## src/rtl/overlay_loader_if.sv

```systemverilog
// Overlay feeder bus: job command, instruction/data input streams
// and the overlay-side strobes, bundled for the loader and its driver.
interface overlay_loader_if #(
    parameter int DATA_WIDTH = 16,
    parameter int INST_WIDTH = 32,
    parameter int CNT_W      = 16
);
    logic                    start;
    logic [CNT_W-1:0]        num_inst;
    logic [CNT_W-1:0]        num_ld;
    logic [CNT_W-1:0]        num_run;
    logic                    s_inst_v;
    logic [INST_WIDTH-1:0]   s_inst;
    logic                    s_inst_rdy;
    logic                    s_data_v;
    logic [2*DATA_WIDTH-1:0] s_data;
    logic                    s_data_rdy;
    logic                    inst_v;
    logic [INST_WIDTH-1:0]   inst_in;
    logic                    din_v;
    logic [2*DATA_WIDTH-1:0] din_ld;
    logic [2*DATA_WIDTH-1:0] din_pe;
    logic                    busy;
    logic                    done;

    modport slave (
        input  start, num_inst, num_ld, num_run,
        input  s_inst_v, s_inst, s_data_v, s_data,
        output s_inst_rdy, s_data_rdy,
        output inst_v, inst_in, din_v, din_ld, din_pe,
        output busy, done
    );

    modport master (
        output start, num_inst, num_ld, num_run,
        output s_inst_v, s_inst, s_data_v, s_data,
        input  s_inst_rdy, s_data_rdy,
        input  inst_v, inst_in, din_v, din_ld, din_pe,
        input  busy, done
    );
endinterface

```

## src/rtl/overlay_loader.sv

```systemverilog
// Overlay feeder: sequences instruction, PE-load and run-time streams
// for one job per start, with one-cycle registered output latency.
module overlay_loader #(
    parameter int DATA_WIDTH = 16,
    parameter int INST_WIDTH = 32,
    parameter int CNT_W      = 16
) (
    input logic             clk,
    input logic             rst,
    overlay_loader_if.slave bus
);
    localparam int DW = 2 * DATA_WIDTH;
    localparam logic [CNT_W-1:0] ONE = CNT_W'(1);

    typedef enum logic [1:0] {IDLE, INST, LOAD, RUN} state_e;

    state_e                state_q, state_d;
    logic [CNT_W-1:0]      ci_q, ci_d;
    logic [CNT_W-1:0]      cl_q, cl_d;
    logic [CNT_W-1:0]      cr_q, cr_d;
    logic                  inst_v_q, inst_v_d;
    logic [INST_WIDTH-1:0] inst_q, inst_d;
    logic                  din_v_q, din_v_d;
    logic [DW-1:0]         ld_q, ld_d;
    logic [DW-1:0]         pe_q, pe_d;
    logic                  done_q, done_d;

    always_ff @(posedge clk or negedge rst) begin
        if (!rst) begin
            state_q  <= IDLE;
            ci_q     <= '0;
            cl_q     <= '0;
            cr_q     <= '0;
            inst_v_q <= 1'b0;
            inst_q   <= '0;
            din_v_q  <= 1'b0;
            ld_q     <= '0;
            pe_q     <= '0;
            done_q   <= 1'b0;
        end else begin
            state_q  <= state_d;
            ci_q     <= ci_d;
            cl_q     <= cl_d;
            cr_q     <= cr_d;
            inst_v_q <= inst_v_d;
            inst_q   <= inst_d;
            din_v_q  <= din_v_d;
            ld_q     <= ld_d;
            pe_q     <= pe_d;
            done_q   <= done_d;
        end
    end

    always_comb begin
        state_d  = state_q;
        ci_d     = ci_q;
        cl_d     = cl_q;
        cr_d     = cr_q;
        inst_v_d = 1'b0;
        inst_d   = inst_q;
        din_v_d  = 1'b0;
        ld_d     = ld_q;
        pe_d     = pe_q;
        done_d   = 1'b0;
        unique case (state_q)
            IDLE: begin
                if (bus.start) begin
                    ci_d = bus.num_inst;
                    cl_d = bus.num_ld;
                    cr_d = bus.num_run;
                    if (bus.num_inst != '0)    state_d = INST;
                    else if (bus.num_ld != '0) state_d = LOAD;
                    else if (bus.num_run != '0) state_d = RUN;
                    else done_d = 1'b1;
                end
            end
            INST: begin
                if (bus.s_inst_v) begin
                    inst_v_d = 1'b1;
                    inst_d   = bus.s_inst;
                    ci_d     = ci_q - ONE;
                    if (ci_q == ONE) begin
                        if (cl_q != '0)      state_d = LOAD;
                        else if (cr_q != '0) state_d = RUN;
                        else begin
                            state_d = IDLE;
                            done_d  = 1'b1;
                        end
                    end
                end
            end
            LOAD: begin
                if (bus.s_data_v) begin
                    din_v_d = 1'b1;
                    ld_d    = bus.s_data;
                    cl_d    = cl_q - ONE;
                    if (cl_q == ONE) begin
                        if (cr_q != '0) state_d = RUN;
                        else begin
                            state_d = IDLE;
                            done_d  = 1'b1;
                        end
                    end
                end
            end
            RUN: begin
                if (bus.s_data_v) begin
                    din_v_d = 1'b1;
                    pe_d    = bus.s_data;
                    cr_d    = cr_q - ONE;
                    if (cr_q == ONE) begin
                        state_d = IDLE;
                        done_d  = 1'b1;
                    end
                end
            end
            default: state_d = IDLE;
        endcase
        // run-time lane reads zero whenever the overlay is in its load phase
        if (state_q == LOAD || state_d == LOAD) pe_d = '0;
    end

    assign bus.s_inst_rdy = (state_q == INST);
    assign bus.s_data_rdy = (state_q == LOAD) || (state_q == RUN);
    assign bus.busy       = (state_q != IDLE);
    assign bus.done       = done_q;
    assign bus.inst_v     = inst_v_q;
    assign bus.inst_in    = inst_q;
    assign bus.din_v      = din_v_q;
    assign bus.din_ld     = ld_q;
    assign bus.din_pe     = pe_q;
endmodule
```

## src/flat_wrapper.sv

```systemverilog
// flat-port wrapper written by rule: the top's interface ports become plain ports
module overlay_loader_flat 
#(
    parameter int DATA_WIDTH = 16,
    parameter int INST_WIDTH = 32,
    parameter int CNT_W      = 16
)
  (clk, rst, bus_start, bus_num_inst, bus_num_ld, bus_num_run, bus_s_inst_v, bus_s_inst, bus_s_data_v, bus_s_data, bus_s_inst_rdy, bus_s_data_rdy, bus_inst_v, bus_inst_in, bus_din_v, bus_din_ld, bus_din_pe, bus_busy, bus_done);
  overlay_loader_if #(.DATA_WIDTH(DATA_WIDTH), .INST_WIDTH(INST_WIDTH), .CNT_W(CNT_W)) bus_i ();
  input logic clk;
  input logic rst;
  input wire logic [$bits(bus_i.start)-1:0] bus_start;
  input wire logic [$bits(bus_i.num_inst)-1:0] bus_num_inst;
  input wire logic [$bits(bus_i.num_ld)-1:0] bus_num_ld;
  input wire logic [$bits(bus_i.num_run)-1:0] bus_num_run;
  input wire logic [$bits(bus_i.s_inst_v)-1:0] bus_s_inst_v;
  input wire logic [$bits(bus_i.s_inst)-1:0] bus_s_inst;
  input wire logic [$bits(bus_i.s_data_v)-1:0] bus_s_data_v;
  input wire logic [$bits(bus_i.s_data)-1:0] bus_s_data;
  output wire logic [$bits(bus_i.s_inst_rdy)-1:0] bus_s_inst_rdy;
  output wire logic [$bits(bus_i.s_data_rdy)-1:0] bus_s_data_rdy;
  output wire logic [$bits(bus_i.inst_v)-1:0] bus_inst_v;
  output wire logic [$bits(bus_i.inst_in)-1:0] bus_inst_in;
  output wire logic [$bits(bus_i.din_v)-1:0] bus_din_v;
  output wire logic [$bits(bus_i.din_ld)-1:0] bus_din_ld;
  output wire logic [$bits(bus_i.din_pe)-1:0] bus_din_pe;
  output wire logic [$bits(bus_i.busy)-1:0] bus_busy;
  output wire logic [$bits(bus_i.done)-1:0] bus_done;
  assign bus_i.start = bus_start;
  assign bus_i.num_inst = bus_num_inst;
  assign bus_i.num_ld = bus_num_ld;
  assign bus_i.num_run = bus_num_run;
  assign bus_i.s_inst_v = bus_s_inst_v;
  assign bus_i.s_inst = bus_s_inst;
  assign bus_i.s_data_v = bus_s_data_v;
  assign bus_i.s_data = bus_s_data;
  assign bus_s_inst_rdy = bus_i.s_inst_rdy;
  assign bus_s_data_rdy = bus_i.s_data_rdy;
  assign bus_inst_v = bus_i.inst_v;
  assign bus_inst_in = bus_i.inst_in;
  assign bus_din_v = bus_i.din_v;
  assign bus_din_ld = bus_i.din_ld;
  assign bus_din_pe = bus_i.din_pe;
  assign bus_busy = bus_i.busy;
  assign bus_done = bus_i.done;
  overlay_loader #(.DATA_WIDTH(DATA_WIDTH), .INST_WIDTH(INST_WIDTH), .CNT_W(CNT_W)) u_core (.clk(clk), .rst(rst), .bus(bus_i));
endmodule
```

## config.mk

```make
export PLATFORM = sky130hd
export DESIGN_NAME = overlay_loader_flat
export DESIGN_NICKNAME = d
export VERILOG_FILES = /design/src/rtl/overlay_loader_if.sv /design/src/rtl/overlay_loader.sv /design/src/flat_wrapper.sv
export SDC_FILE = /design/constraint.sdc
export NUM_CORES = 1
export LEC_CHECK = 0
export ABC_AREA = 0
export CORE_UTILIZATION = 42
export DETAILED_ROUTE_END_ITERATION = 8
export PLACE_DENSITY = 0.74
export SETUP_SLACK_MARGIN = 0.05
export SLEW_MARGIN = 20
export SYNTH_ARGS = -nofsm -noshare
export SYNTH_HDL_FRONTEND = slang
export SYNTH_SLANG_ARGS = --single-unit
```

## constraint.sdc

```tcl
create_clock -name clk -period 2.9 [get_ports clk]
set_clock_uncertainty 0.2 [all_clocks]
set_input_delay 0.29 -clock clk [delete_from_list [all_inputs] [get_ports clk]]
set_output_delay 0.29 -clock clk [all_outputs]
set_load 0.01 [all_outputs]
```

* Word-level counts from Yosys, hierarchy flattened *
Index checks and enable logic that the tools add are counted.

cells by class
  add/sub/neg operators = 3
  mux-type cells = 42
  reduce and logical (&&, ||, !) cells = 21
  equality and inequality tests = 11

operators by type and width
  kind                                                number
  two-way mux 16 bit                                  6
  two-way mux 32 bit                                  3
  one-hot mux 16 bit (2 select lines)                 3
  nonzero test 16 bit                                 5
  == test 16 x 1 -> 1 bit, second input constant      3
  subtractor 16 x 1 -> 16 bit, second input constant  3
  two-way mux 2 bit                                   12
  two-way mux 1 bit                                   16
  nonzero test 2 bit                                  6
  AND reduction 3 bit                                 3
  != test 2 bit, second input constant                4
  one-hot mux 2 bit (4 select lines)                  1
  == test 2 bit, second input constant                3
  AND reduction 2 bit                                 3
  one-hot mux 1 bit (4 select lines)                  1
  == test 2 x 1 -> 1 bit, second input constant       1
  logical NOT 2 bit                                   1
  logical OR 1 bit                                    2
  OR reduction 2 bit                                  1

word-level totals
  register bits after elaboration = 149
  word-level logic and storage cells = 87
  input bits = 117
  output and inout bits = 102

* Depth between registers and ports, before layout *
  word-level depth = 10
  depth in mapped cells = 10
  mapped depth without buffers = 9

* Least setup slack after synthesis *
No wires, ideal clock.

  kind = flip-flop to flip-flop
  from = register u_core.ci_q[10]
  to = register u_core.pe_q[16], in the netlist u_core.bus.din_pe[16]
  required time = 2.581 ns
  setup time = 0.119 ns
  path slack = 0.257 ns
  stages on the path, launching flop included = 9
  arrival time = 2.324 ns
  buffers on the path = 1
  period minus slack after synthesis = 2.643 ns
  cell sequence = dfrtp_1 -> or3_4 -> or4_4 -> or3_1 -> o21ai_1 -> nand4_2 -> o21ai_4 -> buf_6 -> a21oi_2

between the ends
  longest elaborated chain between the ends = 8
  elaborated cells on any way between the ends = 10
  those cells by class = eq/ne (2); mux (4); reduce/logical (4)

RTL lines
  element                                 line                   RTL
  start: declaration                      overlay_loader.sv:18   logic [CNT_W-1:0] ci_q, ci_d;
  start signal: assignment                overlay_loader.sv:42   ci_q <= ci_d;
  == test 16 x 1 -> 1 bit (*)             overlay_loader.sv:82   if (ci_q == ONE) begin
  two-way mux 2 bit (*)                   overlay_loader.sv:82
  two-way mux 2 bit (*)                   overlay_loader.sv:78   if (bus.s_inst_v) begin
  one-hot mux 2 bit (4 select lines) (*)  overlay_loader.sv:65   unique case (state_q)
  net u_core.state_d[0]                   overlay_loader.sv:17   state_e state_q, state_d;
  == test 2 bit (*)                       overlay_loader.sv:120  if (state_q == LOAD || state_d == LOAD) pe_d = '0;
  logical OR 1 bit (*)                    overlay_loader.sv:120
  nonzero test 2 bit (no source line)     n/a
  AND reduction 2 bit (no source line)    n/a
  end signal: assignment                  overlay_loader.sv:49   pe_q <= pe_d;
  end: declaration                        overlay_loader.sv:25   logic [DW-1:0] pe_q, pe_d;

Mark *: on every way through the listed nets, which the timed path passes. The rest lies on a longest branch.
A chain may end at the register's enable or synchronous reset.

* Worst setup path in the final report *
  from = register u_core.cr_q[4]
  to = register u_core.pe_q[26], in the netlist u_core.bus.din_pe[26]

between the ends
  longest elaborated chain between the ends = 10
  elaborated cells on any way between the ends = 17
  those cells by class = eq/ne (2); mux (10); reduce/logical (5)

RTL lines
  element                                 line                                        RTL
  start: declaration                      overlay_loader.sv:20                        logic [CNT_W-1:0] cr_q, cr_d;
  start signal: assignment                overlay_loader.sv:44                        cr_q <= cr_d;
  nonzero test 16 bit                     overlay_loader.sv:84, overlay_loader.sv:98
  two-way mux 2 bit                       overlay_loader.sv:84, overlay_loader.sv:98
  two-way mux 2 bit                       overlay_loader.sv:83                        if (cl_q != '0) state_d = LOAD;
  two-way mux 2 bit                       overlay_loader.sv:82
  two-way mux 2 bit                       overlay_loader.sv:78
  one-hot mux 2 bit (4 select lines) (*)  overlay_loader.sv:65
  == test 2 bit (*)                       overlay_loader.sv:120
  logical OR 1 bit (*)                    overlay_loader.sv:120
  nonzero test 2 bit (no source line)     n/a
  AND reduction 2 bit (no source line)    n/a

Every way passes the cells marked *; elsewhere a longest branch is shown, timed or not.

==> impl_metrics.py <==
metrics = {
    "job": {
        "max_cap_viol_count": 0,
    },
    "sta": {
        "worst_slack_ns": 0.116,
        "hold_violations": 0,
        "relSlewSlack": 0.378,
        "setup_viol": 0,
        "rsz0062_at_grt": "true",
        "post-route-period-util": 0.960,
        "min_period_ns": 2.78,
        "tightest_slew_ns": 0.929,
        "max_freq_mhz": 359,
        "fin_tns_setup_ns": 0,
        "finalMaxSlewViolations": 0,
    },
    "outcome": {
        "status": "complete, no violations",
    },
    "place": {
        "place_ws_ns": 0.106,
        "placed_cells": 1146,
        "gp_congestion": 0.884,
        "hpwl_mm": 13.9,
        "placedInstanceArea_um2": 9600,
        "io_buffers": 218,
    },
    "synthesis": {
        "synth_area_leaders": "dfrtp_1 (52%), mux2_2 (10%), nand2_1 (6.2%), a21oi_1 (5.4%), o21ai_0 (4.1%)",
        "syn_area_um2": 7150,
        "yosys_most_used_dff": "dfrtp_1",
        "synthMuxAreaShare": 0.101,
        "syn-num-nets": 854,
        "seq_area_frac_synth": 0.522,
        "syn_inst": 729,
        "synth-compound-area-share": 0.152,
        "yosysUniqueCellTypes": 55,
        "yosysWarnings": 0,
        "synth_top_family_by_area": "simple AND/OR/NAND/NOR gates",
        "synth_xor_area_frac": 0,
        "synth-seq-cells": 149,
        "synth_top_area_cell": "dfrtp_1",
        "synth_edf_count": 0,
        "synth.top_cell.area_share": 0.522,
        "synth_fa_ha_area_frac": 0.0140,
        "synthSimpleGateAreaFrac": 0.176,
        "syn_avg_cell_area_um2": 9.81,
        "async_flop_share": 1.00,
    },
    "grt": {
        "grt_pass1_wl_mm": 32.0,
        "gr-max-usage-layer": "met2",
        "use_met1": 0.304,
        "antenna_found_initial": 0,
        "grt_pass1_vias": 6137,
        "grt_use_met2": 0.368,
        "grt_max_degree": 66,
        "grt_use_total": 0.230,
        "global_route.usage.met3": 0.0510,
        "grt_overflow": 0,
    },
    "power_and_ir_drop": {
        "p_per_area_nw_per_um2": 1020,
        "ir_drop_uv": 537,
        "power.total_mw": 10.4,
        "leakagePower_nw": 4.13,
    },
    "die": {
        "core_region_area_um2": 16600,
        "num_rows": 47,
        "die_h_um": 132,
        "dieArea_um2": 17500,
        "io_pins": 219,
        "initial_utilization": 0.431,
        "dieWidth_um": 132,
    },
    "finish": {
        "antennaDiodeCount": 0,
        "design_area_um2": 10300,
        "syn2layout_area_growth_pct": 43.9,
        "fin_nets": 1076,
        "finalNonFillerCells": 1183,
        "drive_above_1_share": 0.161,
    },
    "cts": {
        "cts_max_level": 4,
        "cts_sinks": 149,
        "clockBufferDepth": 2,
        "cts.clk_slew.worst_paths_ns": 0.07,
        "clock_latency_ns": 0.42,
        "cts-root-buf": "clkbuf_16",
        "cts_tree": "yes",
        "cts_inserted_buffers": 17,
    },
    "worst_setup_path": {
        "cp-start-kind": "flop",
        "r2r_start": "u_core.cr_q[4]$_DFFE_PN0P_",
        "cp.required_ns": 3.05,
        "worst_setup_path_end_kind": "flop",
        "ff2ff_path_depth": 9,
        "critPathKind": "reg2reg",
        "regToRegSetupSlack_ns": 0.12,
        "r2r-end": "u_core.bus.din_pe[26]$_DFFE_PN0P_",
        "cp_max_fo": 8,
        "arrival_ns": 2.93,
    },
    "min_path": {
        "hold_path_class": "in2async",
    },
    "routing": {
        "drc": 0,
        "viasPerCell": 5.45,
        "dr.pass1.iters": 5,
        "drtIter0Drc": 359,
        "num_vias": 6446,
        "wl_per_cell_um": 16.7,
        "postRouteAntennaNets": 0,
        "drt_wl_total_mm": 19.8,
    },
}
-- metrics by stage --
stage,utilization,hold WS [ns]
6_report,0.620,0.221
2_1_floorplan,-,-0.206
4_1_cts,0.612,0.230
3_5_place_dp,0.579,0.124
3_3_place_gp,0.579,0.133
5_1_grt,0.620,0.255
-- registers in the layout, summed over array words and instances, names as in the netlist --
signal,cells
u_core.bus.din_ld,32
u_core.ci_q,16
u_core.bus.done,1
u_core.bus.din_v,1
u_core.cr_q,16
u_core.bus.din_pe,32
u_core.state_q,2
u_core.bus.inst_v,1
u_core.bus.inst_in,32
u_core.cl_q,16
-- worst max path at each step --
stage / slack, ns / end / cells past startpoint / from
after detailed placement: 0.11 / u_core.bus.din_pe[4]$_DFFE_PN0P_ / 8 / u_core.ci_q[12]$_DFFE_PN0P_
after global placement: 0.17 / u_core.bus.din_pe[30]$_DFFE_PN0P_ / 8 / u_core.ci_q[12]$_DFFE_PN0P_
after floorplan: 0.26 / u_core.bus.din_pe[16]$_DFFE_PN0P_ / 8 / u_core.ci_q[10]$_DFFE_PN0P_
final: 0.12 / u_core.bus.din_pe[26]$_DFFE_PN0P_ / 9 / u_core.cr_q[4]$_DFFE_PN0P_
after global routing: 0.0008 / u_core.bus.din_pe[4]$_DFFE_PN0P_ / 9 / u_core.cr_q[4]$_DFFE_PN0P_
after CTS: 0.08 / u_core.bus.din_pe[4]$_DFFE_PN0P_ / 8 / u_core.ci_q[12]$_DFFE_PN0P_
-- report_power, final --
group / internal [mW] / switching [mW]
sequential: 3.02 / 0.681
combinational: 2.46 / 2.22
clock: 1.12 / 0.951
total: 6.60 / 3.85
-- layout make-up --
cell class	instances	area (um2)
Clock buffer	17	425
Clock inverter	14	120
Fill cell	1425	6300
Inverter	13	48.8
Multi-Input combinational cell	524	3200
Sequential cell	149	3730
Tap cell	220	275
Timing Repair Buffer	246	2480
-- cells in the final DEF, fill, tap and decap left out, types with 3 or more instances in the layout --
cell,instances
a22oi_1,10
o211ai_1,3
dfrtp_1,148
or3_1,4
ha_1,8
nor2_1,44
and2_1,5
mux2_2,64
clkinvlp_4,3
nand4_1,6
buf_12,4
clkinv_4,3
a31oi_1,4
nor4_1,21
nand2_1,118
o21ai_0,59
a21oi_1,75
clkdlybuf4s50_1,217
o32ai_1,4
inv_1,12
clkbuf_16,19
nand3_1,18
o22ai_1,9
buf_4,20
inv_6,5
nor3_1,24
a21oi_2,12
-- worst max-delay path, cell delays in order, from the launching register on --
cell and delay [ns]:
dfrtp_2 0.45, or4_4 0.53, nor3_4 0.30, and3_4 0.24
a31oi_2 0.11, nor4b_4 0.33, o21ai_4 0.11, buf_12 0.15
clkbuf_16 0.16, a21oi_1 0.13
-- cell families (layout without fill, tap and decap cells) --
kind of cell    Yosys count  in the layout
buf+inv                  56            290
compound gates          188            188
flops                   149            149
fa+ha+maj                 8              8
simple gates            264            264
mux                      64             64
-- synth_stat cells (4+ instances only) --
library cell and number:
nand2_1 118, nand3_1 19, o22ai_1 9, clkbuf_1 30, nor2_1 44, nor4_1 21, mux2_2 64, a21oi_2 10
a22oi_1 10, o32ai_1 4, or3_1 4, and2_1 5, inv_1 12, a21oi_1 77, buf_1 6, nand4_1 6
ha_1 8, o21ai_0 59, a31oi_1 5, dfrtp_1 149, nor3_1 24
-- routing by layer --
metal	share of wire	vias up
met4	0.021	0
met2	0.48	239
li1	-	3059
met3	0.064	29
met5	0	-
met1	0.43	3119
-- timing repair --
| action | in CTS | in global routing |
|---|---|---|
| hold buffers | 1 | 0 |
| endpoints found under the hold margin | 63 | 0 |
| setup buffers | 0 | 2 |
| setup endpoints to repair | 0 | 33 |
| gates resized for setup | 0 | 9 |
(Power assumes the default switching activity.)
